[config.mk]
export PLATFORM = sky130hd
export DESIGN_NAME = rssb_core
export DESIGN_NICKNAME = d
export VERILOG_FILES = /design/src/rtl/rssb_pkg.sv /design/src/rtl/rssb_mem.sv /design/src/rtl/rssb_core.sv
export SDC_FILE = /design/constraint.sdc
export NUM_CORES = 1
export LEC_CHECK = 0
export ABC_AREA = 1
export CAP_MARGIN = 20
export CORE_MARGIN = 5
export CORE_UTILIZATION = 48
export CTS_CLUSTER_SIZE = 30
export DETAILED_ROUTE_END_ITERATION = 7
export PLACE_DENSITY = 0.72
export SETUP_SLACK_MARGIN = 0.02
export SLEW_MARGIN = 0
export SYNTH_ARGS = -nofsm -noshare
export SYNTH_HDL_FRONTEND = slang
export SYNTH_SLANG_ARGS = --single-unit
export TNS_END_PERCENT = 20
[constraint.sdc]
create_clock -name clk -period 4.6 [get_ports clk]
set_clock_uncertainty 0.1 [all_clocks]
set_input_delay 0.92 -clock clk [delete_from_list [all_inputs] [get_ports clk]]
set_output_delay 0.92 -clock clk [all_outputs]
set_load 0.1 [all_outputs]
[src/rtl/rssb_pkg.sv]
// Shared types and reserved-address constants for the RSSB core.
package rssb_pkg;

  typedef enum logic [2:0] {
    ST_IDLE,
    ST_FETCH,
    ST_EXEC,
    ST_WB,
    ST_HALT
  } state_t;

  // Memory-mapped register addresses for operand access; RAM starts after them.
  localparam int ADDR_PC   = 0;
  localparam int ADDR_ACC  = 1;
  localparam int ADDR_ZERO = 2;
  localparam int ADDR_IN   = 3;
  localparam int ADDR_OUT  = 4;
  localparam int PC_START  = 5;

endpackage

[src/rtl/rssb_mem.sv]
// Program/data RAM: one synchronous write port, one combinational read port.
module rssb_mem #(
  parameter int WIDTH  = 8,
  parameter int DEPTH  = 32,
  parameter int ADDR_W = $clog2(DEPTH)
) (
  input  logic              clk,
  input  logic              we,
  input  logic [ADDR_W-1:0] waddr,
  input  logic [WIDTH-1:0]  wdata,
  input  logic [ADDR_W-1:0] raddr,
  output logic [WIDTH-1:0]  rdata
);

  logic [WIDTH-1:0] mem [DEPTH];

  // Write on the clock edge; contents survive reset so a loaded program persists.
  // NOTE: the array has no reset term -- a reset here would turn it into a flop bank instead of RAM.
  always_ff @(posedge clk) begin
    if (we) mem[waddr] <= wdata;
  end

  assign rdata = mem[raddr];

endmodule

[src/rtl/rssb_core.sv]
// Single-instruction RSSB core: reverse-subtract, skip-if-negative, with
// program-load port, start/halt control and memory-mapped PC/ACC/ZERO/IN/OUT.
module rssb_core
  import rssb_pkg::*;
#(
  parameter int WIDTH  = 8,
  parameter int DEPTH  = 32,
  parameter int ADDR_W = $clog2(DEPTH)
) (
  input  logic              clk,
  input  logic              rst,
  input  logic              start,
  input  logic              load_en,
  input  logic [ADDR_W-1:0] load_addr,
  input  logic [WIDTH-1:0]  load_data,
  input  logic              in_valid,
  input  logic [WIDTH-1:0]  in_data,
  output logic              in_ready,
  output logic              out_valid,
  output logic [WIDTH-1:0]  out_data,
  input  logic              out_ready,
  output logic              busy,
  output logic              halted,
  output logic [ADDR_W-1:0] opc,
  output logic [WIDTH-1:0]  oacc
);

  localparam logic [ADDR_W-1:0] A_PC    = ADDR_W'(ADDR_PC);
  localparam logic [ADDR_W-1:0] A_ACC   = ADDR_W'(ADDR_ACC);
  localparam logic [ADDR_W-1:0] A_ZERO  = ADDR_W'(ADDR_ZERO);
  localparam logic [ADDR_W-1:0] A_IN    = ADDR_W'(ADDR_IN);
  localparam logic [ADDR_W-1:0] A_OUT   = ADDR_W'(ADDR_OUT);
  localparam logic [ADDR_W-1:0] A_START = ADDR_W'(PC_START);

  state_t            state;
  logic [ADDR_W-1:0] pc;
  logic [ADDR_W-1:0] op;
  logic [WIDTH-1:0]  acc;
  logic [WIDTH-1:0]  res;
  logic              neg;

  logic              idle_like;
  logic              load_we;
  logic              exec_go;
  logic              wb_commit;
  logic              ram_we;
  logic [ADDR_W-1:0] ram_waddr;
  logic [WIDTH-1:0]  ram_wdata;
  logic [ADDR_W-1:0] ram_raddr;
  logic [WIDTH-1:0]  ram_rdata;
  logic [WIDTH-1:0]  operand;
  logic [WIDTH-1:0]  diff;
  logic [ADDR_W-1:0] pc_seq;

  assign idle_like = (state == ST_IDLE) || (state == ST_HALT);
  assign load_we   = idle_like && load_en;
  assign exec_go   = (state == ST_EXEC) && !((op == A_IN) && !in_valid);
  assign wb_commit = (state == ST_WB) && !((op == A_OUT) && !out_ready);

  // Load port and write-back share the RAM write port; they never overlap in time.
  assign ram_we    = load_we || (wb_commit && (op >= A_START));
  assign ram_waddr = load_we ? load_addr : op;
  assign ram_wdata = load_we ? load_data : res;
  // Fetch reads at pc; otherwise the read port serves the operand.
  assign ram_raddr = (state == ST_FETCH) ? pc : op;

  rssb_mem #(
    .WIDTH  (WIDTH),
    .DEPTH  (DEPTH),
    .ADDR_W (ADDR_W)
  ) u_mem (
    .clk   (clk),
    .we    (ram_we),
    .waddr (ram_waddr),
    .wdata (ram_wdata),
    .raddr (ram_raddr),
    .rdata (ram_rdata)
  );

  // Operand read through the address map; low addresses shadow RAM.
  always_comb begin
    // NOTE: default assignment first so every path drives operand and no latch is inferred.
    operand = ram_rdata;
    case (op)
      A_PC:    operand = WIDTH'(pc);
      A_ACC:   operand = acc;
      A_ZERO:  operand = '0;
      A_IN:    operand = in_data;
      A_OUT:   operand = '0;
      default: operand = ram_rdata;
    endcase
  end

  assign diff     = operand - acc;
  assign pc_seq   = pc + (neg ? ADDR_W'(2) : ADDR_W'(1));
  assign in_ready = (state == ST_EXEC) && (op == A_IN) && in_valid;
  assign busy     = !idle_like;
  assign halted   = (state == ST_HALT);
  assign opc      = pc;
  assign oacc     = acc;

  // Control FSM with architectural state and the registered output port.
  always_ff @(posedge clk or negedge rst) begin
    if (!rst) begin
      state     <= ST_IDLE;
      pc        <= A_START;
      acc       <= '0;
      op        <= '0;
      res       <= '0;
      neg       <= 1'b0;
      out_valid <= 1'b0;
      out_data  <= '0;
    end else begin
      // NOTE: non-blocking assignments throughout, so every branch sees pre-edge values.
      case (state)
        ST_IDLE, ST_HALT: begin
          if (start) begin
            state <= ST_FETCH;
            pc    <= A_START;
            acc   <= '0;
          end
        end
        ST_FETCH: begin
          if (&ram_rdata) begin
            state <= ST_HALT;
          end else begin
            op    <= ram_rdata[ADDR_W-1:0];
            state <= ST_EXEC;
          end
        end
        ST_EXEC: begin
          if (exec_go) begin
            res   <= diff;
            neg   <= diff[WIDTH-1];
            state <= ST_WB;
            if (op == A_OUT) begin
              out_valid <= 1'b1;
              out_data  <= diff;
            end
          end
        end
        ST_WB: begin
          if (wb_commit) begin
            acc       <= res;
            pc        <= (op == A_PC) ? res[ADDR_W-1:0] : pc_seq;
            out_valid <= 1'b0;
            state     <= ST_FETCH;
          end
        end
        default: state <= ST_IDLE;
      endcase
    end
  end

endmodule

# After elaboration in Yosys (flattened, before gate mapping)
# Memories as Yosys holds them, arrays and structs flattened.
# Index checks and enable logic that the tools add are counted.
dict set report totals {
  reg_bits 39
  ram_bits 256
  inputBits 27
  out_inout_bits 25
  word_cells 76
  n_memories 1
}
dict set report op_classes {
  add_sub_neg 2
  order_cmp 1
  eq_ne 12
  mux 23
  n_bitwise 1
  reduce_logical 28
}
# memory words word_bits read_ports rd_ports_with_merged_regs wr line_no
set mem_list {}
lappend mem_list {u_mem.mem 32 8 1 0 1 rssb_mem.sv:15} ;# logic [WIDTH-1:0] mem [DEPTH];
# cell count
set op_table {}
lappend op_table {{$pmux 8 s4} 1}
lappend op_table {{$mux 5} 5}
lappend op_table {{$mux 8} 3}
lappend op_table {{$pmux 8 s2} 1}
lappend op_table {{$mux 3} 4}
lappend op_table {{$pmux 3 s4} 1}
lappend op_table {{$eq 5x2->1 const B} 2}
lappend op_table {{$pmux 5 s2} 1}
lappend op_table {{$reduce_and 3->1} 3}
lappend op_table {{$logic_and 1x1->1} 8}
lappend op_table {{$ne 2x2->1 const B} 4}
lappend op_table {{$reduce_and 8->1} 1}
lappend op_table {{$sub 8x8->8} 1}
lappend op_table {{$eq 3x2->1 const B} 2}
lappend op_table {{$add 5x2->5} 1}
lappend op_table {{$eq 5x1->1 const B} 1}
lappend op_table {{$eq 5x3->1 const B} 1}
lappend op_table {{$ge 5x3->1 const B} 1}
lappend op_table {{$logic_not 1->1} 5}
lappend op_table {{$logic_not 5->1} 1}
lappend op_table {{$mux 1} 5}
lappend op_table {{$reduce_and 2->1} 2}
lappend op_table {{$reduce_and 4->1} 1}
lappend op_table {{$reduce_bool 2->1} 2}
lappend op_table {{other kinds (8)} 10}

# Depth between registers and ports, before layout
dict set report logic_depth {
  word_depth 8
  ltp_mapped 27
  ltp_nobuf 26
}

# Cells and area by module
# A second synthesis with hierarchy kept.
dict set report hier_totals {
  hier_cells 1243
  hier_area_um2 13126.3
}
# mod n_inst cells_each area_each_um2 seq_area_each_um2
set modules_own_cells {}
lappend modules_own_cells {rssb_mem 1 914 10626.4 7687.4}
lappend modules_own_cells {rssb_core 1 329 2499.9 953.4}

# Least setup slack after synthesis
# No wires, ideal clock.
dict set report synth_path {
  path_kind {register to register}
  start {register pc[1], in the netlist opc[1]}
  end {register res[7]}
  setup_time_ns 0.132
  t_arrival_ns 3.884
  t_required_ns 4.368
  slack_ns 0.485
  path_stages_with_launch 23
  path_buffers 1
  period_less_slack_ns 4.115
  path_cell_list {dfrtp_1 > inv_1 > o21ai_4 > buf_2 > nand3_1 > nand3_1 > nand3_1 > nand3_1 > nand2_1 > a221o_1 > ha_1 > nand2_1 > o21ai_0 > a21oi_1 > o21bai_1 > nand2_1 > nand2_1 > a21oi_1 > xor2_1 > inv_1 > nand2_1 > nand3_1 > o21ai_0}
}
dict set report synth_between {
  elab_chain_len 4
}
# element line_no
set synth_rtl {}
lappend synth_rtl {{start, declared} rssb_core.sv:36} ;# logic [ADDR_W-1:0] pc;
lappend synth_rtl {{start signal, assigned} rssb_core.sv:145} ;# pc <= (op == A_PC) ? res[ADDR_W-1:0] : pc_seq;
lappend synth_rtl {{$mux 5} rssb_core.sv:65} ;# assign ram_raddr = (state == ST_FETCH) ? pc : op;
lappend synth_rtl {{$mem_v2 32x8} n/a}
lappend synth_rtl {{$pmux 8 s4 (*)} rssb_core.sv:84} ;# case (op)
lappend synth_rtl {{$sub 8x8->8 (*)} rssb_core.sv:94} ;# assign diff = operand - acc;
lappend synth_rtl {{end signal, assigned} rssb_core.sv:133} ;# res <= diff;
lappend synth_rtl {{end, declared} rssb_core.sv:39} ;# logic [WIDTH-1:0] res;
# Every way passes the cells marked *; elsewhere a longest branch is shown, timed or not.
# A chain may end at the register's enable or synchronous reset.

# Worst setup path after layout
dict set report layout_path {
  start {register state[1]}
  end {register out_data[6]}
}
dict set report layout_between {
  elab_chain_len 5
  elab_cells_between_ends 8
  cone_classes {1 x add/sub; 2 x eq/ne; 2 x mux; 2 x reduce/logical; 1 x memory}
}
# element line_no
set layout_rtl {}
lappend layout_rtl {{start, declared} rssb_core.sv:35} ;# state_t state;
lappend layout_rtl {{start signal, assigned} rssb_core.sv:105} ;# state <= ST_IDLE;
lappend layout_rtl {{start signal, assigned} rssb_core.sv:118} ;# state <= ST_FETCH;
lappend layout_rtl {{start signal, assigned} rssb_core.sv:125} ;# state <= ST_HALT;
lappend layout_rtl {{$eq 3x1->1} rssb_core.sv:65}
lappend layout_rtl {{$mux 5} rssb_core.sv:65}
lappend layout_rtl {{$mem_v2 32x8} n/a}
lappend layout_rtl {{$pmux 8 s4} rssb_core.sv:84}
lappend layout_rtl {{$sub 8x8->8} rssb_core.sv:94}
lappend layout_rtl {{end signal, assigned} rssb_core.sv:138} ;# out_data <= diff;
lappend layout_rtl {{end, declared} rssb_core.sv:20} ;# output logic [WIDTH-1:0] out_data,
# Several ways; a longest one is shown, not always the timed one.

==> flow_metrics.tcl <==
set metrics [dict create \
    routed_wl_mm 33.19 \
    hpwlAfterDp_mm 21.43 \
    yosys_warnings 0 \
    grt_max_degree 65 \
    hold_violations 0 \
    dp_cells 1609 \
    drv_cap 0 \
    synth_edf_count 256 \
    tritoncts "yes" \
    synth_top_area_share_pct 59.73 \
    status "finished, final reports clean" \
    setup_viol_count_final 0 \
    firstDrtPassIters 5 \
    antenna_cells 0 \
    avgSynthCellArea_sq_um 10.64 \
    cts_sinks 294 \
    final_max_slew_viol_count 0 \
    synth_most_common_cell "nand2_1" \
    fmax_ghz 0.2387 \
    row_count 60 \
    core_sq_um 26650 \
    drtIter0Drc 1149 \
    place_congestion 0.9235 \
    stdcell_count 1671 \
    grt_pass1_wl_mm 51.78 \
    grt_pass1_vias 9084 \
    rsz0062_at_grt "no" \
    clockRootBuffer "clkbuf_16" \
    via_per_inst 5.628 \
    fin_nets 1347 \
    routed-via-count 9404 \
    crit_chain "nor2_4, nand2_4, o21ai_4, buf_12, nand3_1, nand3_1, nand3_1, nand2_1, nand2_1, nand2_1, inv_1, nor2_1, a211oi_1, ha_1, fa_1, o21ai_1, a21oi_1, o21ai_0, xor2_1, mux2_2" \
    critPathKind "reg -> reg" \
    synth_area_leaders "edfxtp_1 60%, nand3_1 10%, nand2_1 9.4%" \
    ant_nets 0 \
    drive_above_1_share_pct 10.90 \
    htree_levels 1 \
    wl_per_cell_microns 19.86 \
    worst_slew_pin_slew_ps 1014 \
    finalCritPeriodShare_pct 91.06 \
    hold_slack_ps 387.3 \
    clk_latency_ps 550 \
    syn_area_sq_um 12870 \
    slowest_stage "o21ai_4" \
    crit_fanout 24 \
    die_area_sq_um 30190 \
    r2r_end "out_data[6]" \
    cts_buffers 30 \
    ys_types 35 \
    min_path_cells 2 \
    synth_nets 1248 \
    crit_arrival_ps 4520 \
    netlist_instances 1210 \
    hp-start "res[0]" \
    ys_async_sr_fraction_pct 12.93 \
    grt_usage_pct 21.61 \
    whs_endpoint "res[0]" \
    io_buffers 51 \
    ys_dominant_reg_cell "edfxtp_1" \
    clock_path_buffers 3 \
    synth_commonest_cells "324 x nand2_1, 266 x nand3_1, 256 x edfxtp_1" \
    antenna_found_initial 0 \
    cp-start-kind "flop" \
    hold_buffers 0 \
    yosys.area.top_type "edfxtp_1" \
    hold_class "reg -> reg" \
    worstPathRequired_ps 4930 \
    die_w_microns 173.8 \
    dieHeight_microns 173.8 \
    drcViolationCount 0 \
    max_stage_delay_ps 510 \
    syn_to_final_growth_pct 17.93 \
    num_io_pins 52 \
    worst_slew_margin_rel_pct 32.19 \
    start_util_pct 48.30 \
    crit_path_end_kind "flop" \
    fin_setup_tns_ps 0 \
    r2r_cells 20 \
    yosys_register_bits 294 \
    clk_pin_slew_ps 60 \
    rrSetupSlack_ps 410 \
    ys_seq_area_share_pct 67.13 \
    overflow 0 \
    r2r-start "state[1]" \
    min_period_ps 4189 \
]
-- per-stage QoR --
step	worst slack, ps	instance area [sq um]	utilization [%]
finish	411.4	15180	56.95
global placement	339.9	14100	52.91
detailed placement	220.6	14120	52.97
CTS	209.8	15080	56.60
floorplan	484.8	12870	-
global route	69.42	15180	56.95
-- metal layers --
layer	GRT usage, %	vias to the layer above	share of wire, %
met5	0	-	0
met4	6.565	0	3.1
met3	2.530	68	7.6
met2	35.50	394	48
met1	30.53	4569	41
li1	-	4373	-
-- flip-flops by register name (all words and copies together) (netlist names) --
name,count
out_valid,1
state,3
opc,5
oacc,8
op,5
u_mem.mem,256
res,8
out_data,8
-- what timing repair did --
| action | in CTS | in global routing |
|---|---|---|
| gates resized for setup | 0 | 6 |
| setup endpoints to repair | 0 | 4 |
| buffers inserted | 0 | 7 |
-- how the worst max path moves through the flow --
| stage | to | from | cells past startpoint | slack, ps |
|---|---|---|---|---|
| 2_1_floorplan | res[7] | opc[1] | 22 | 480 |
| 3_3_place_gp | out_data[6] | state[1] | 20 | 340 |
| 3_5_place_dp | out_data[6] | state[1] | 23 | 220 |
| 4_1_cts | out_data[6] | state[1] | 23 | 210 |
| 5_1_grt | res[7] | state[1] | 25 | 70 |
| 6_report | out_data[6] | state[1] | 20 | 410 |
-- logic make-up after synthesis --
logic type / count (synthesis) / share of synthesized area [%]
xor+xnor: 6 / 0.4083
fa+ha+maj: 11 / 1.186
buf+inv: 147 / 4.831
mux: 5 / 0.4374
flops: 294 / 67.13
simple gates: 661 / 22.07
compound gates: 86 / 3.937
-- area by class of cell --
type / count / area, sq um
inverters: 92 / 345.3
clock inverters: 18 / 197.7
repair buffers: 122 / 1134
flip-flops and latches: 294 / 8641
well taps: 341 / 426.7
fillers: 2189 / 11470
multi-input cells: 769 / 3665
clock buffers: 35 / 769.5
-- cells in the final DEF (no fill, tap or decap), types with 17 or more instances in the layout --
cell type        netlist  routed
nand3_1              266     266
nor2_1                62      62
clkbuf_16              0      30
o22ai_1               17      17
dfrtp_1               36      36
clkdlybuf4s50_1        0      49
nand2_1              324     323
edfxtp_1             256     256
inv_1                 90      90
buf_4                 12      63
o21ai_0               32      29
-- critical path, delay by kind of cell, from the launching register on --
family,cells,cell delay (ps)
AOI/OAI and AO/OA,5,1120
and+or+nand+nor,9,990
adders and majority gates,2,690
DFF,1,430
buffers and inverters,2,320
muxes,1,280
xor gates and xnor gates,1,130
Power is left out: the tool's default activity adds up to more than one toggle a clock period on the data nets, which glitch-free logic cannot reach.
